## config.mk

```make
export PLATFORM = sky130hd
export DESIGN_NAME = hex_display_sequencer_flat
export DESIGN_NICKNAME = d
export VERILOG_FILES = /design/src/rtl/pong_hex_pkg.sv /design/src/rtl/hex_display_sequencer_if.sv /design/src/rtl/hex_display_sequencer_bin2bcd.sv /design/src/rtl/hex_display_sequencer.sv /design/src/flat_wrapper.sv
export SDC_FILE = /design/constraint.sdc
export NUM_CORES = 1
export LEC_CHECK = 0
export CORE_UTILIZATION = 30
export CTS_BUF_LIST = sky130_fd_sc_hd__clkbuf_4 sky130_fd_sc_hd__clkbuf_8
export DETAILED_ROUTE_END_ITERATION = 6
export SYNTH_ARGS = -nofsm -noshare
export SYNTH_HDL_FRONTEND = slang
export SYNTH_SLANG_ARGS = --single-unit
```

## constraint.sdc

```tcl
create_clock -name clk -period 5.3 [get_ports clk]
set_input_delay 1.06 -clock clk [delete_from_list [all_inputs] [get_ports clk]]
set_output_delay 1.06 -clock clk [all_outputs]
set_load 0.02 [all_outputs]
```

## src/rtl/pong_hex_pkg.sv

```systemverilog
// Shared codes, display states and banner text for the Pong HEX0-HEX5 display sequencer.
package pong_hex_pkg;

  localparam logic [3:0] LT_P     = 4'd0;
  localparam logic [3:0] LT_A     = 4'd1;
  localparam logic [3:0] LT_D     = 4'd2;
  localparam logic [3:0] LT_L     = 4'd3;
  localparam logic [3:0] LT_E     = 4'd4;
  localparam logic [3:0] LT_U     = 4'd5;
  localparam logic [3:0] LT_R     = 4'd6;
  localparam logic [3:0] LT_B     = 4'd7;
  localparam logic [3:0] LT_SPACE = 4'd8;
  localparam logic [3:0] LT_V     = 4'd9;

  localparam logic [3:0] NUM_BLANK = 4'hF;

  localparam int unsigned BANNER_LEN = 12;

  typedef enum logic [1:0] {BANNER, PLAY, LVL, OVER} disp_state_e;

  // c[0] sits in the top nibble
  localparam logic [47:0] BANNER_STR = {LT_P, LT_A, LT_D, LT_D, LT_L, LT_E,
                                        LT_SPACE, LT_SPACE, LT_SPACE,
                                        LT_SPACE, LT_SPACE, LT_SPACE};

  function automatic logic [3:0] banner_char(input logic [3:0] idx);
    int unsigned base;
    base = 47 - 4 * int'(idx);
    return BANNER_STR[base -: 4];
  endfunction

  function automatic logic [3:0] num_or_blank(input logic [3:0] v);
    return (v > 4'd9) ? NUM_BLANK : v;
  endfunction

endpackage

```

## src/rtl/hex_display_sequencer_if.sv

```systemverilog
// Game-event inputs and per-digit display outputs of the HEX display sequencer.
interface hex_display_sequencer_if;
  logic        game_start;
  logic        level_up;
  logic        game_over;
  logic [9:0]  score;
  logic [3:0]  level;
  logic [23:0] digit_code;
  logic [5:0]  digit_is_num;

  modport master (output game_start, level_up, game_over, score, level,
                  input  digit_code, digit_is_num);
  modport slave  (input  game_start, level_up, game_over, score, level,
                  output digit_code, digit_is_num);
endinterface

```

## src/rtl/hex_display_sequencer_bin2bcd.sv

```systemverilog
// Iterative double-dabble: 10-bit binary to 3 BCD digits in 10 cycles after start.
module bin2bcd_seq (
  input  logic        clk,
  input  logic        resetn,
  input  logic        start,
  input  logic [9:0]  bin,
  output logic [11:0] bcd,
  output logic        done
);

  logic [21:0] work;
  logic [3:0]  iter;
  logic        busy;

  function automatic logic [21:0] dd_step(input logic [21:0] w);
    logic [21:0] t;
    t = w;
    for (int unsigned n = 0; n < 3; n++) begin
      if (t[10 + 4 * n +: 4] >= 4'd5)
        t[10 + 4 * n +: 4] = t[10 + 4 * n +: 4] + 4'd3;
    end
    return {t[20:0], 1'b0};
  endfunction

  always_ff @(posedge clk or negedge resetn) begin
    if (!resetn) begin
      work <= '0;
      iter <= '0;
      busy <= 1'b0;
      done <= 1'b0;
    end else if (start) begin
      work <= {12'd0, bin};
      iter <= '0;
      busy <= 1'b1;
      done <= 1'b0;
    end else if (busy) begin
      work <= dd_step(work);
      iter <= iter + 4'd1;
      if (iter == 4'd9) begin
        busy <= 1'b0;
        done <= 1'b1;
      end
    end else begin
      done <= 1'b0;
    end
  end

  // Valid only while done is high; the caller keeps its own copy.
  assign bcd = work[21:10];

endmodule

```

## src/rtl/hex_display_sequencer.sv

```systemverilog
// Pong HEX0-HEX5 display sequencer: banner scroll, play/score view, LEVEL message, blinking DEAD.
module hex_display_sequencer
  import pong_hex_pkg::*;
#(
  parameter int unsigned TICK_DIV   = 25_000_000,
  parameter int unsigned HOLD_TICKS = 4
) (
  input  logic                    clk,
  input  logic                    resetn,
  hex_display_sequencer_if.slave  bus
);

  localparam int unsigned TW = (TICK_DIV > 1)   ? $clog2(TICK_DIV)   : 1;
  localparam int unsigned HW = (HOLD_TICKS > 1) ? $clog2(HOLD_TICKS) : 1;

  disp_state_e state;
  logic [TW-1:0] tcnt;
  logic [3:0]    offset;
  logic [HW-1:0] hold;
  logic          phase;
  logic [9:0]    score_lat;
  logic [11:0]   bcd_hold;
  logic [23:0]   code_r;
  logic [5:0]    num_r;

  logic          tick;
  logic          start_conv;
  logic          conv_done;
  logic          ev_over, ev_lvl, ev_start;
  logic [9:0]    score_clamped;
  logic [11:0]   conv_bcd;
  logic [11:0]   bcd_view;
  logic [11:0]   score_code;
  logic [3:0]    lvl_num;
  logic [23:0]   code_n;
  logic [5:0]    num_n;

  assign tick          = (tcnt == TW'(TICK_DIV - 1));
  assign score_clamped = (bus.score > 10'd999) ? 10'd999 : bus.score;
  assign start_conv    = (bus.score != score_lat);

  bin2bcd_seq u_bcd (
    .clk    (clk),
    .resetn (resetn),
    .start  (start_conv),
    .bin    (score_clamped),
    .bcd    (conv_bcd),
    .done   (conv_done)
  );

  // Bypass on done so the fresh result reaches the output register without an extra cycle.
  assign bcd_view = conv_done ? conv_bcd : bcd_hold;
  assign lvl_num  = num_or_blank(bus.level);

  assign ev_over  = bus.game_over;
  assign ev_lvl   = bus.level_up   && (state == PLAY   || state == LVL);
  assign ev_start = bus.game_start && (state == BANNER || state == OVER);

  function automatic logic [23:0] banner_view(input logic [3:0] off);
    logic [23:0] r;
    logic [4:0]  sum;
    r = '0;
    for (int unsigned j = 0; j < 6; j++) begin
      sum = {1'b0, off} + 5'(j);
      if (sum >= 5'(BANNER_LEN))
        sum = sum - 5'(BANNER_LEN);
      r[4 * (5 - j) +: 4] = banner_char(sum[3:0]);
    end
    return r;
  endfunction

  always_comb begin
    score_code[11:8] = (bcd_view[11:8] == 4'd0) ? NUM_BLANK : bcd_view[11:8];
    score_code[7:4]  = (bcd_view[11:4] == 8'd0) ? NUM_BLANK : bcd_view[7:4];
    score_code[3:0]  = bcd_view[3:0];
  end

  always_comb begin
    code_n = {6{LT_SPACE}};
    num_n  = '0;
    case (state)
      BANNER: code_n = banner_view(offset);
      PLAY: begin
        code_n = {LT_L, lvl_num, LT_SPACE, score_code};
        num_n  = 6'b010111;
      end
      LVL: begin
        code_n = {LT_L, LT_E, LT_V, LT_E, LT_L, lvl_num};
        num_n  = 6'b000001;
      end
      OVER: begin
        if (phase) begin
          code_n = {LT_L, lvl_num, LT_SPACE, score_code};
          num_n  = 6'b010111;
        end else begin
          code_n = {LT_SPACE, LT_SPACE, LT_D, LT_E, LT_A, LT_D};
        end
      end
      default: ;
    endcase
  end

  always_ff @(posedge clk or negedge resetn) begin
    if (!resetn) begin
      state     <= BANNER;
      tcnt      <= '0;
      offset    <= '0;
      hold      <= '0;
      phase     <= 1'b0;
      score_lat <= '0;
      bcd_hold  <= '0;
      code_r    <= {6{LT_SPACE}};
      num_r     <= '0;
    end else begin
      code_r    <= code_n;
      num_r     <= num_n;
      score_lat <= bus.score;
      if (conv_done)
        bcd_hold <= conv_bcd;

      if (ev_over) begin
        state <= OVER;
        tcnt  <= '0;
        phase <= 1'b0;
      end else if (ev_lvl) begin
        state <= LVL;
        tcnt  <= '0;
        hold  <= '0;
      end else if (ev_start) begin
        state <= PLAY;
        tcnt  <= '0;
      end else begin
        tcnt <= tick ? '0 : tcnt + TW'(1);
        if (tick) begin
          case (state)
            BANNER: offset <= (offset == 4'd11) ? 4'd0 : offset + 4'd1;
            LVL: begin
              if (hold == HW'(HOLD_TICKS - 1))
                state <= PLAY;
              else
                hold <= hold + HW'(1);
            end
            OVER:    phase <= ~phase;
            default: ;
          endcase
        end
      end
    end
  end

  assign bus.digit_code   = code_r;
  assign bus.digit_is_num = num_r;

endmodule

```

## src/flat_wrapper.sv

```systemverilog
// flat-port wrapper written by rule: the top's interface ports become plain ports
module hex_display_sequencer_flat import pong_hex_pkg::*;
#(
  parameter int unsigned TICK_DIV   = 25_000_000,
  parameter int unsigned HOLD_TICKS = 4
)
  (clk, resetn, bus_game_start, bus_level_up, bus_game_over, bus_score, bus_level, bus_digit_code, bus_digit_is_num);
  hex_display_sequencer_if bus_i ();
  input  logic clk;
  input  logic resetn;
  input wire logic [$bits(bus_i.game_start)-1:0] bus_game_start;
  input wire logic [$bits(bus_i.level_up)-1:0] bus_level_up;
  input wire logic [$bits(bus_i.game_over)-1:0] bus_game_over;
  input wire logic [$bits(bus_i.score)-1:0] bus_score;
  input wire logic [$bits(bus_i.level)-1:0] bus_level;
  output wire logic [$bits(bus_i.digit_code)-1:0] bus_digit_code;
  output wire logic [$bits(bus_i.digit_is_num)-1:0] bus_digit_is_num;
  assign bus_i.game_start = bus_game_start;
  assign bus_i.level_up = bus_level_up;
  assign bus_i.game_over = bus_game_over;
  assign bus_i.score = bus_score;
  assign bus_i.level = bus_level;
  assign bus_digit_code = bus_i.digit_code;
  assign bus_digit_is_num = bus_i.digit_is_num;
  hex_display_sequencer #(.TICK_DIV(TICK_DIV), .HOLD_TICKS(HOLD_TICKS)) u_core (.clk(clk), .resetn(resetn), .bus(bus_i));
endmodule
```

After elaboration in Yosys (flattened, before gate mapping):

Cells that the tools add are included.

* output and inout port bits: 30
* word-level logic and storage cells: 145
* bits of input ports: 19
* flip-flop bits (word level): 114

* magnitude comparators: 11
* add/subtract/negate cells: 24
* multiplexer cells: 55
* bitwise gates (word level): 4
* reduce and logical (&&, ||, !) cells: 19
* equality and inequality tests: 13
* shift-type cells: 6

Operators by type and width (number)
* $shiftx 51x33->4 const A: 6
* $mux 25: 4
* $pmux 24 s4: 1
* $mux 4: 20
* $mux 22: 2
* $sub 6x6->7 const A: 6
* $add 25x1->25 const B: 1
* $eq 25x25->1 const B: 1
* $ge 5x4->1 const B: 5
* $mux 24: 1
* $sub 4x4->4 const B: 6
* $mux 2: 11
* $pmux 6 s3: 1
* $ge 4x3->1 const B: 3
* $mux 12: 1
* $reduce_bool 4->1: 3
* $mux 1: 11
* $add 4x2->5 const B: 2
* $add 4x3->5 const B: 2
* $gt 10x10->1 const B: 1
* $mux 10: 1
* $ne 10x10->1: 1
* $reduce_and 5->1: 2
* $reduce_bool 2->1: 5
* 23 further kinds: 35

Depth between registers and ports, before layout:

Gate-level depths: netlist of run 1.

* depth after elaboration: 7
* gate-level depth with buffers: 15
* depth with buffers taken out: 14

Hierarchy:

From an unflattened synthesis of run 1, not the netlist that was laid out.

* cells, all modules: 653
* area, all modules: 6264.8 µm²

By module, submodules not included
* hex_display_sequencer: instances 1, sequential area each 2059.5 µm², cells each 487, area an instance 4688.2 µm²
* bin2bcd_seq: instances 1, sequential area each 700.7 µm², cells each 166, area an instance 1576.5 µm²

Least setup slack after synthesis of run 1:

OpenSTA, ideal clock, no wires.

* path type: register to register
* start: register u_core.offset[2]
* end: register u_core.code_r[0] (netlist: u_core.bus.digit_code[0])
* period minus slack after synthesis: 3.483 ns
* setup time: 0.104 ns
* stages on the path, launching flop included: 13
* slack: 1.817 ns
* data required time: 5.196 ns
* data arrival time: 3.379 ns
* buffers on the path: 1
* path through: dfrtp_1 -> clkbuf_1 -> inv_1 -> ha_1 -> a21oi_1 -> xnor2_1 -> ha_1 -> a211o_1 -> or3_1 -> a32oi_1 -> ha_1 -> or4_1 -> o311ai_1

* word-level cells in the longest chain between the ends: 7
* elaborated cells on any way between the ends: 8
* classes of those cells: add/sub (3); order compare (1); shift (1); mux (3)

Ends and longest elaborated chain
* start: declaration: RTL line hex_display_sequencer.sv:18 `logic [3:0] offset;`
* start signal: assignment: RTL line hex_display_sequencer.sv:136 `BANNER: offset <= (offset == 4'd11) ? 4'd0 : offset + 4'd1;`
* $add 4x3->5 *: RTL line hex_display_sequencer.sv:64 `sum = {1'b0, off} + 5'(j);`
* $sub 4x4->4 or $ge 5x4->1 (tied branches): RTL line hex_display_sequencer.sv:66, hex_display_sequencer.sv:65
* $mux 4 *: RTL line hex_display_sequencer.sv:65 `if (sum >= 5'(BANNER_LEN))`
* $mux 4 *: RTL line hex_display_sequencer.sv:81 `case (state)`
* $sub 6x6->7 *: RTL line pong_hex_pkg.sv:28 `base = 47 - 4 * int'(idx);`
* $shiftx 51x33->4 *: RTL line pong_hex_pkg.sv:29 `return BANNER_STR[base -: 4];`
* $pmux 24 s4 *: RTL line hex_display_sequencer.sv:81
* net u_core.code_n[0]: RTL line hex_display_sequencer.sv:35 `logic [23:0] code_n;`
* end signal: assignment: RTL line hex_display_sequencer.sv:112 `code_r <= {6{LT_SPACE}};`
* end signal: assignment: RTL line hex_display_sequencer.sv:115 `code_r <= code_n;`
* end: declaration: RTL line hex_display_sequencer.sv:23 `logic [23:0] code_r;`

Mark *: on every way through the listed nets, which the timed path passes. The rest lies on a longest branch. The select of a mux whose other input is x is not followed.
A chain may end at the register's enable or synchronous reset.

Worst setup path in the final report of run 1:

Ends and elaborated chain as after synthesis.

==> flow_summary.toml, run 1 <==
[global_route]
gr-total-overflow = 0
use_met2 = 0.206
antenna_found_initial = 0
grt_max_degree = 72
grt_pass1_vias = 4475
grt_usage = 0.133
use_met1 = 0.185
grt_first_pass_wirelength_mm = 22.8
top_usage_layer = "met2"
grtUsageMet3 = 0.0204

[detailed_routing]
wl_mm = 13.2
wl_per_cell_um = 14.2
drc = 0
vias = 4522
drt-initial-drc-count = 220
routed_via_density = 4.87
dr.pass1.iters = 4
final_antenna_net_count = 0

[synthesis]
avgSynthCellArea_um2 = 9.82
yosys.area_share.simple = 0.181
synthAdderAreaFrac = 0.0774
synth-edff-count = 0
synthXorXnorAreaFrac = 0.0627
synthArstFlopShare = 1.00
ys_ff_latch = 110
syn_area_um2 = 6140
synth_top_family_by_area = "simple AND/OR/NAND/NOR gates"
synth.area.mux_share = 0.0629
synth-main-ff-cell = "dfrtp_1"
yosys_warnings = 0
synth.distinct_cells = 66
syn_inst = 626
synth_compound_area_frac = 0.130
ys_seq_area_frac = 0.449

[cts]
cts_buffer_depth = 2
ctsHoldBuffers = 0
cts_buffers = 9
post_cts_buffers = 0
cts_resized = 0
clkLatencyLatePin_ns = 0.39
path_clk_slew_ns = 0.10
cts_tree = "done"
cts.htree.levels = 3
cts-root-buf = "clkbuf_8"
cts.sinks = 110

[worst_setup_path]
end_kind = "register"
startpoint_type = "register"
slowest_stage = "dfrtp_1"
arrival_ns = 4.31
critPathKind = "reg2reg"
crit_top_cell = "ha_1"
cp_cell_sequence = "inv_1, ha_1, a21oi_1, xnor2_1, ha_1, a211o_1, or3_1, a32oi_1, ha_1, or4_1, o311ai_1"
path_depth = 11
reg2regPathDepth = 11
cp_top_family = "compound AO/OA/AOI/OAI gates"
worstSetupStartpoint = "u_core.offset[2]"
path_buf_inv = 1
critical-path-max-stage-delay_ns = 0.75
reg2reg_slack_ns = 1.28
critPathMaxFanout = 19
timing.critical_path.to = "u_core.bus.digit_code[0]"
worstReg2RegStart = "u_core.offset[2]"
r2r_end = "u_core.bus.digit_code[0]"
crit_required_ns = 5.59

[timing]
setup_violations = 0
tightest_slew_ns = 1.13
finalMaxSlewViolations = 0
rsz0062_at_grt = "no"
hold_viol = 0
tns_ns = 0
fin_worst_skew_ns = 0.0119
max_freq_ghz = 0.249
slew_headroom = 0.241
period_needed_ns = 4.02
fin_crit_sh = 0.759

[run_status]
status = "complete, no violations"

[layout]
fin_cells = 929
drive_gt1_frac = 0.0708
syn_to_final_growth_pct = 14.6
post-route-util = 0.356
final_common_cell = "dfrtp_1"
final_cell_mix = "dfrtp_1, nor2_1, clkdlybuf4s50_1"
n_antenna_cell = 0
final_nets = 716

[power_and_ir_drop]
p_leak_nw = 3.13
power_density_nw_per_um2 = 252
vdd_drop_max_uv = 131
fin_total_pwr_mw = 1.78

[place]
place_congestion = 0.823
placed_cells = 913
place_hpwl_mm = 9.29
io_buffer_count = 46

[floorplan]
dieHeight_um = 145
fp.dieW_um = 145
rows = 51
coreArea_um2 = 19800
die-area_um2 = 21100
ios = 49
start_util = 0.311

[worst_hold_path]
hold_path.class = "reg2reg"

[flow_run]
maxCapViolCount = 0
## registers in the layout (all words and copies together) (netlist names), 2 cells and up
| signal | cells |
|---|---|
| u_core.tcnt | 25 |
| u_core.bus.digit_code | 24 |
| u_core.u_bcd.work | 22 |
| u_core.bcd_hold | 12 |
| u_core.score_lat | 10 |
| u_core.offset | 4 |
| u_core.u_bcd.iter | 4 |
| u_core.bus.digit_is_num | 2 |
| u_core.hold | 2 |
| u_core.state | 2 |
## worst min-delay path by stage
stage | from | to | slack (ns) | cells after the start
after floorplan | u_core.bcd_hold[1] | u_core.bcd_hold[1] | 0.47 | 1
after global placement | u_core.bcd_hold[1] | u_core.bcd_hold[1] | 0.48 | 1
after detailed placement | u_core.bcd_hold[1] | u_core.bcd_hold[1] | 0.49 | 1
after CTS | u_core.bcd_hold[1] | u_core.bcd_hold[1] | 0.51 | 1
after global routing | u_core.bcd_hold[1] | u_core.bcd_hold[1] | 0.53 | 1
final | u_core.bcd_hold[1] | u_core.bcd_hold[1] | 0.51 | 1
## Yosys cell counts, drive strengths merged, types with 3 or more instances
library cell,n,share of area
a221o,3,0.0049
dfstp,6,0.026
or4,3,0.0037
mux2,13,0.024
o31ai,3,0.0037
inv,25,0.015
xnor2,14,0.020
buf,13,0.011
nand3b,4,0.0049
clkbuf,15,0.0092
ha,38,0.077
nor2b,8,0.0081
and3,10,0.010
dfrtp,104,0.42
a21oi,30,0.024
o311ai,3,0.0043
a211o,3,0.0043
a211oi,6,0.0073
nor3,7,0.0057
o21ai,38,0.031
a21o,4,0.0049
and2,3,0.0031
xor2,30,0.043
nand4,13,0.013
nor3b,3,0.0037
nand2b,12,0.012
o211ai,5,0.0061
and4,3,0.0043
mux2i,24,0.039
nand3,29,0.024
o21a,3,0.0037
or3,3,0.0031
nand2,36,0.022
nor2,66,0.040
nor4,11,0.012
## worst reg2reg max path, stage by stage, from the launching register on
cell and delay [ns]:
dfrtp_1 0.75, inv_1 0.24, ha_1 0.27, a21oi_1 0.18, xnor2_1 0.13, ha_1 0.25, a211o_1 0.32, or3_1 0.33
a32oi_1 0.38, ha_1 0.32, or4_1 0.50, o311ai_1 0.25
## per-layer routing
layer / share of wire / routed length [um] / up-vias
met5: 0 / 0 / -
met4: 0.019 / 252 / 0
met3: 0.030 / 396 / 16
met2: 0.45 / 5930 / 62
met1: 0.50 / 6640 / 2156
li1: - / - / 2288
## cell families after synthesis
group	count (synthesis)
other	1
AO/OA/AOI/OAI	124
AND/OR/NAND/NOR	218
buffers and inverters	54
XOR/XNOR	44
multiplexers	37
adder cells (fa/ha/maj)	38
flip-flops	110
## power breakdown
part	switching [mW]	internal [mW]
registers	0.0227	0.897
clock network	0.313	0.233
logic	0.182	0.129
## layout make-up
cell class                 count  area [um^2]
clock buffer                  10          131
timing repair buffer          49          480
inverter                      26         97.6
sequential                   110         2760
fill                        2053        12700
multi-input combinational    463         3170
tap                          265          332
clock inverter                 6         77.6
## stage by stage
stage / hold slack [ns] / area, um^2 / setup WS (ns)
after floorplan: 0.468 / 6150 / 1.82
after global placement: 0.478 / 6840 / 1.46
after detailed placement: 0.487 / 6840 / 1.29
after CTS: 0.510 / 7040 / 1.28
after global routing: 0.534 / 7040 / 0.951
final: 0.506 / 7040 / 1.28
(Power assumes the default switching activity.)
==> run 2: changes to the inputs <==
Clock period 5.3 ns to 3.55 ns, I/O delays scaled along.
==> run 2 against run 1 <==
- global-route usage is 0.13 points lower
- register-to-register slack got worse by 1.0 ns
- routed wire length up 1.9%
- via count grew 1.3%
- setup slack worse by 1.0 ns
- final area is 1.3% higher
- largest cell class unchanged
- highest routed layer unchanged
==> flow_summary.toml, run 2 (synthesis results as in run 1) <==
[place]
placed_cells = 924
placed_area_um2 = 6930
place_hpwl_mm = 9.43
place_congestion = 0.820
io_buffer_count = 46
pre_cts_ws_ns = 0.233

[power_and_ir_drop]
power_density_nw_per_um2 = 368
p_leak_nw = 3.19
vdd_drop_max_uv = 258
fin_total_pwr_mw = 2.62

[worst_setup_path]
critPathMaxFanout = 14
critPathKind = "reg2reg"
end_kind = "register"
worstSetupStartpoint = "u_core.offset[1]"
cp_cell_sequence = "buf_4, ha_1, xnor2_1, ha_1, a211o_1, or3_1, a32oi_2, ha_1, or4_1, o311ai_1"
critical-path-max-stage-delay_ns = 0.50
cp_top_family = "compound AO/OA/AOI/OAI gates"
crit_required_ns = 3.84
path_buf_inv = 1
slowest_stage = "or4_1"
startpoint_type = "register"
worstReg2RegStart = "u_core.offset[1]"
arrival_ns = 3.58
crit_top_cell = "ha_1"

[cts]
path_clk_slew_ns = 0.12
cts.sinks = 110
cts_buffer_depth = 2
cts_buffers = 9
clkLatencyLatePin_ns = 0.41
cts.htree.levels = 3
cts_tree = "done"
cts-root-buf = "clkbuf_8"
post_cts_buffers = 0

[timing]
setup_ws_ns = 0.260
fin_crit_sh = 0.927
tns_ns = 0
rsz0062_at_grt = "no"
max_freq_ghz = 0.304
hold_viol = 0
setup_violations = 0
period_needed_ns = 3.29
tightest_slew_ns = 0.751
hold-worst-slack_ns = 0.289
slew_headroom = 0.497
fin_worst_skew_ns = 0.0227
finalMaxSlewViolations = 0

[worst_hold_path]
hold_path.class = "in2async"

[detailed_routing]
dr.pass1.iters = 4
wl_mm = 13.5
routed_via_density = 4.87
drt-initial-drc-count = 259
drc = 0
final_antenna_net_count = 0
wl_per_cell_um = 14.3
vias = 4580

[global_route]
grt_usage = 0.132
grt_pass1_vias = 4308
grt_first_pass_wirelength_mm = 22.4
grt_max_degree = 66
gr-total-overflow = 0
antenna_found_initial = 0

[layout]
syn_to_final_growth_pct = 16.2
largest_register_ffs = 25
final_nets = 727
fin_cells = 940
final_cell_mix = "dfrtp_1, nor2_1, clkdlybuf4s50_1"
largest-register = "u_core.tcnt"
n_antenna_cell = 0
post-route-util = 0.361
drive_gt1_frac = 0.0889
final_common_cell = "dfrtp_1"
finalInstanceArea_um2 = 7140

[floorplan]
dieHeight_um = 145
start_util = 0.311
fp.dieW_um = 145
rows = 51
ios = 49
coreArea_um2 = 19800
die-area_um2 = 21100

[run_status]
status = "complete, no violations"

[flow_run]
maxCapViolCount = 0
run 2: layer usage:
| layer | GRT usage | routed length (um) | vias up |
|---|---|---|---|
| met4 | 0.0426 | 183 | 0 |
| met1 | 0.189 | 6840 | 2180 |
| met3 | 0.0230 | 478 | 14 |
| li1 | - | - | 2317 |
| met5 | 0 | 0 | - |
| met2 | 0.200 | 5970 | 69 |
run 2: final cells by class:
type / instances / area (um^2)
repair buffers: 60 / 576
well taps: 265 / 332
multi-input cells: 463 / 3170
inverters: 26 / 97.6
clock buffers: 9 / 124
flip-flops and latches: 110 / 2760
fillers: 2023 / 12600
clock inverters: 7 / 75.1
run 2: where the power goes:
part           leakage (nW)  switching (mW)  internal, mW
logic                  1.67           0.274         0.198
clock network         0.102           0.501         0.279
registers              1.41          0.0336          1.34
total                  3.19           0.809          1.82
run 2: final timing paths:
| path | slack (ns) | end | cells past startpoint |
|---|---|---|---|
| min in group clk | 0.51 | u_core.bcd_hold[1] | 1 |
| worst min-delay path | 0.29 | u_core.score_lat[0] | 1 |
| worst max register to register | 0.26 | u_core.bus.digit_code[0] | 10 |
| worst max-delay path | 0.26 | u_core.bus.digit_code[0] | 10 |
| max in group asynchronous | 2.43 | u_core.bus.digit_code[7] | 2 |
| worst min register to register | 0.51 | u_core.bcd_hold[1] | 1 |
run 2: what timing repair did:
action,in CTS,in global routing
gates resized for setup,0,2
hold buffers,0,0
setup endpoints to repair,0,2
==> run 3: changes to the inputs <==
Settings changed: CORE_UTILIZATION 30 to 60, DONT_BUFFER_PORTS set to 1, PLACE_DENSITY set to 0.79.
==> run 3 against run 2 <==
- sequential share of layout area is 3.7 points higher
- fmax is 0.58% lower
- clock-buffer cell count is 2 higher
- sequential power is 7% higher
- cell count is 19% lower
- clock skew is 0.0096 ns lower
- setup slack worse by 0.019 ns
- hold slack worse by 0.14 ns
- combinational power is 52% lower
- sequential cell count stayed put
- critical path type unchanged
- critical endpoint unchanged
- largest cell class unchanged
- largest power group unchanged
- highest routed layer unchanged
==> flow_summary.toml, run 3 (synthesis results as in run 1) <==
[power_and_ir_drop]
p_comb_frac = 0.092
p_leak_nw = 3.01
cellInternalPower_mw = 1.78
p_seq_frac = 0.587
clock_power_share = 0.321
p_sw_frac = 0.285
switchingPower_mw = 0.710
power_density_nw_per_um2 = 382
fin_total_pwr_mw = 2.49
vdd_drop_max_uv = 321

[global_route]
grt_pass1_vias = 4461
antenna_found_initial = 0
grt_first_pass_wirelength_mm = 21.2
gr-total-overflow = 0
grt_max_degree = 105
grt_usage = 0.263

[timing]
finalMaxSlewViolations = 0
rsz0062_at_grt = "no"
fin_crit_sh = 0.932
slew_headroom = 0.199
setup_violations = 0
tightest_slew_ns = 1.19
fin_worst_skew_ns = 0.0131
max_freq_ghz = 0.302
tns_ns = 0
hold_viol = 0
period_needed_ns = 3.31

[place]
io_buffer_count = 0
place_hpwl_mm = 8.99
place_congestion = 0.995

[worst_setup_path]
startpoint_type = "register"
reg2reg_slack_ns = 0.24
critPathKind = "reg2reg"
arrival_ns = 3.60
critPathMaxFanout = 5
worstReg2RegStart = "u_core.offset[2]"
end_kind = "register"
crit_required_ns = 3.84
reg2regPathDepth = 11
r2r_end = "u_core.bus.digit_code[0]"

[worst_hold_path]
hold_path.class = "in2async"

[floorplan]
rows = 36
ios = 49
dieHeight_um = 103
die-area_um2 = 10700
fp.dieW_um = 103
coreArea_um2 = 9860
start_util = 0.623

[detailed_routing]
routed_via_density = 6.15
drt-initial-drc-count = 312
wl_mm = 12.9
dr.pass1.iters = 5
vias = 4670
final_antenna_net_count = 0
wl_per_cell_um = 17.0
drc = 0

[cts]
cts-root-buf = "clkbuf_8"
path_clk_slew_ns = 0.11
cts_tree = "done"
clkLatencyLatePin_ns = 0.39
cts_buffer_depth = 2
cts.sinks = 110
cts_buffers = 9
cts.htree.levels = 3

[layout]
drive_gt1_frac = 0.0895
syn_to_final_growth_pct = 6.05
multi_input_area_um2 = 3180
largest-register = "u_core.tcnt"
final_nets = 678
final_common_cell = "dfrtp_1"
n_antenna_cell = 0
regArea_um2 = 2760
final_cell_mix = "dfrtp_1, nor2_1, o21ai_0, ha_1, nand2_1"
largest_register_ffs = 25
fill_cells = 786

[flow_run]
maxCapViolCount = 0

[run_status]
status = "complete, no violations"
run 3: cell count changes in the layout (fill, tap and decap cells not counted), sizes merged:
| cell | previous run | this run |
|---|---|---|
| clkinv | 4 | 2 |
| clkbuf | 9 | 11 |
| buf | 15 | 11 |
| inv | 29 | 28 |
| bufinv | 0 | 1 |
| clkdlybuf4s50 | 45 | 0 |
run 3: metrics by stage:
stage	worst slack [ns]	util	cell area (um^2)	std cells	hold WS, ns
2_1_floorplan	0.0673	-	6150	627	0.414
3_3_place_gp	0.387	0.635	6260	742	0.417
3_5_place_dp	0.266	0.635	6260	742	0.417
4_1_cts	0.243	0.659	6500	759	0.125
5_1_grt	0.0159	0.661	6520	759	0.118
6_report	0.240	0.661	6520	759	0.149
run 3: worst max-delay path by stage:
stage                               end             start  slack, ns
6_report       u_core.bus.digit_code[0]  u_core.offset[2]       0.24
5_1_grt        u_core.bus.digit_code[9]  u_core.offset[0]       0.02
4_1_cts        u_core.bus.digit_code[0]  u_core.offset[2]       0.24
3_5_place_dp   u_core.bus.digit_code[9]  u_core.offset[1]       0.27
3_3_place_gp   u_core.bus.digit_code[0]  u_core.offset[2]       0.39
2_1_floorplan  u_core.bus.digit_code[0]  u_core.offset[2]       0.07
run 3: critical path: stages, from the launching register on:
cell	delay, ns
dfrtp_1	0.38
inv_1	0.16
ha_1	0.22
a21oi_1	0.09
xnor2_1	0.16
ha_1	0.26
a211o_1	0.33
or3_1	0.35
a32oi_2	0.24
ha_1	0.27
or4_1	0.50
o311ai_1	0.25
run 3: power groups by stage:
stage / clock network (mW) / logic, mW / registers [mW]
2_1_floorplan: 0 / 0.162 / 1.47
3_3_place_gp: 0 / 0.197 / 1.49
3_5_place_dp: 0 / 0.200 / 1.49
4_1_cts: 0.825 / 0.229 / 1.46
5_1_grt: 0.867 / 0.257 / 1.47
6_report: 0.799 / 0.228 / 1.46
run 3: routing by layer:
layer  track usage  part of all wire  vias up
li1              -                 -     2201
met1         0.330              0.43     2298
met2         0.439              0.49      141
met3        0.0645             0.047       30
met4         0.108             0.025        0
met5             0                 0        -
run 3: area by class of cell:
cell class,count,area share
flip-flops and latches,110,0.424
multi-input cells,463,0.488
clock inverters,5,0.00979
well taps,133,0.0255
clock buffers,11,0.0223
repair buffers,11,0.0157
inverters,26,0.0150
run 3: timing repair:
| action | CTS | global route |
|---|---|---|
| endpoints found under the setup margin | 0 | 3 |
| gates resized for setup | 0 | 2 |
| setup buffers | 0 | 0 |
| hold buffers | 1 | 0 |
| endpoints found under the hold margin | 104 | 0 |
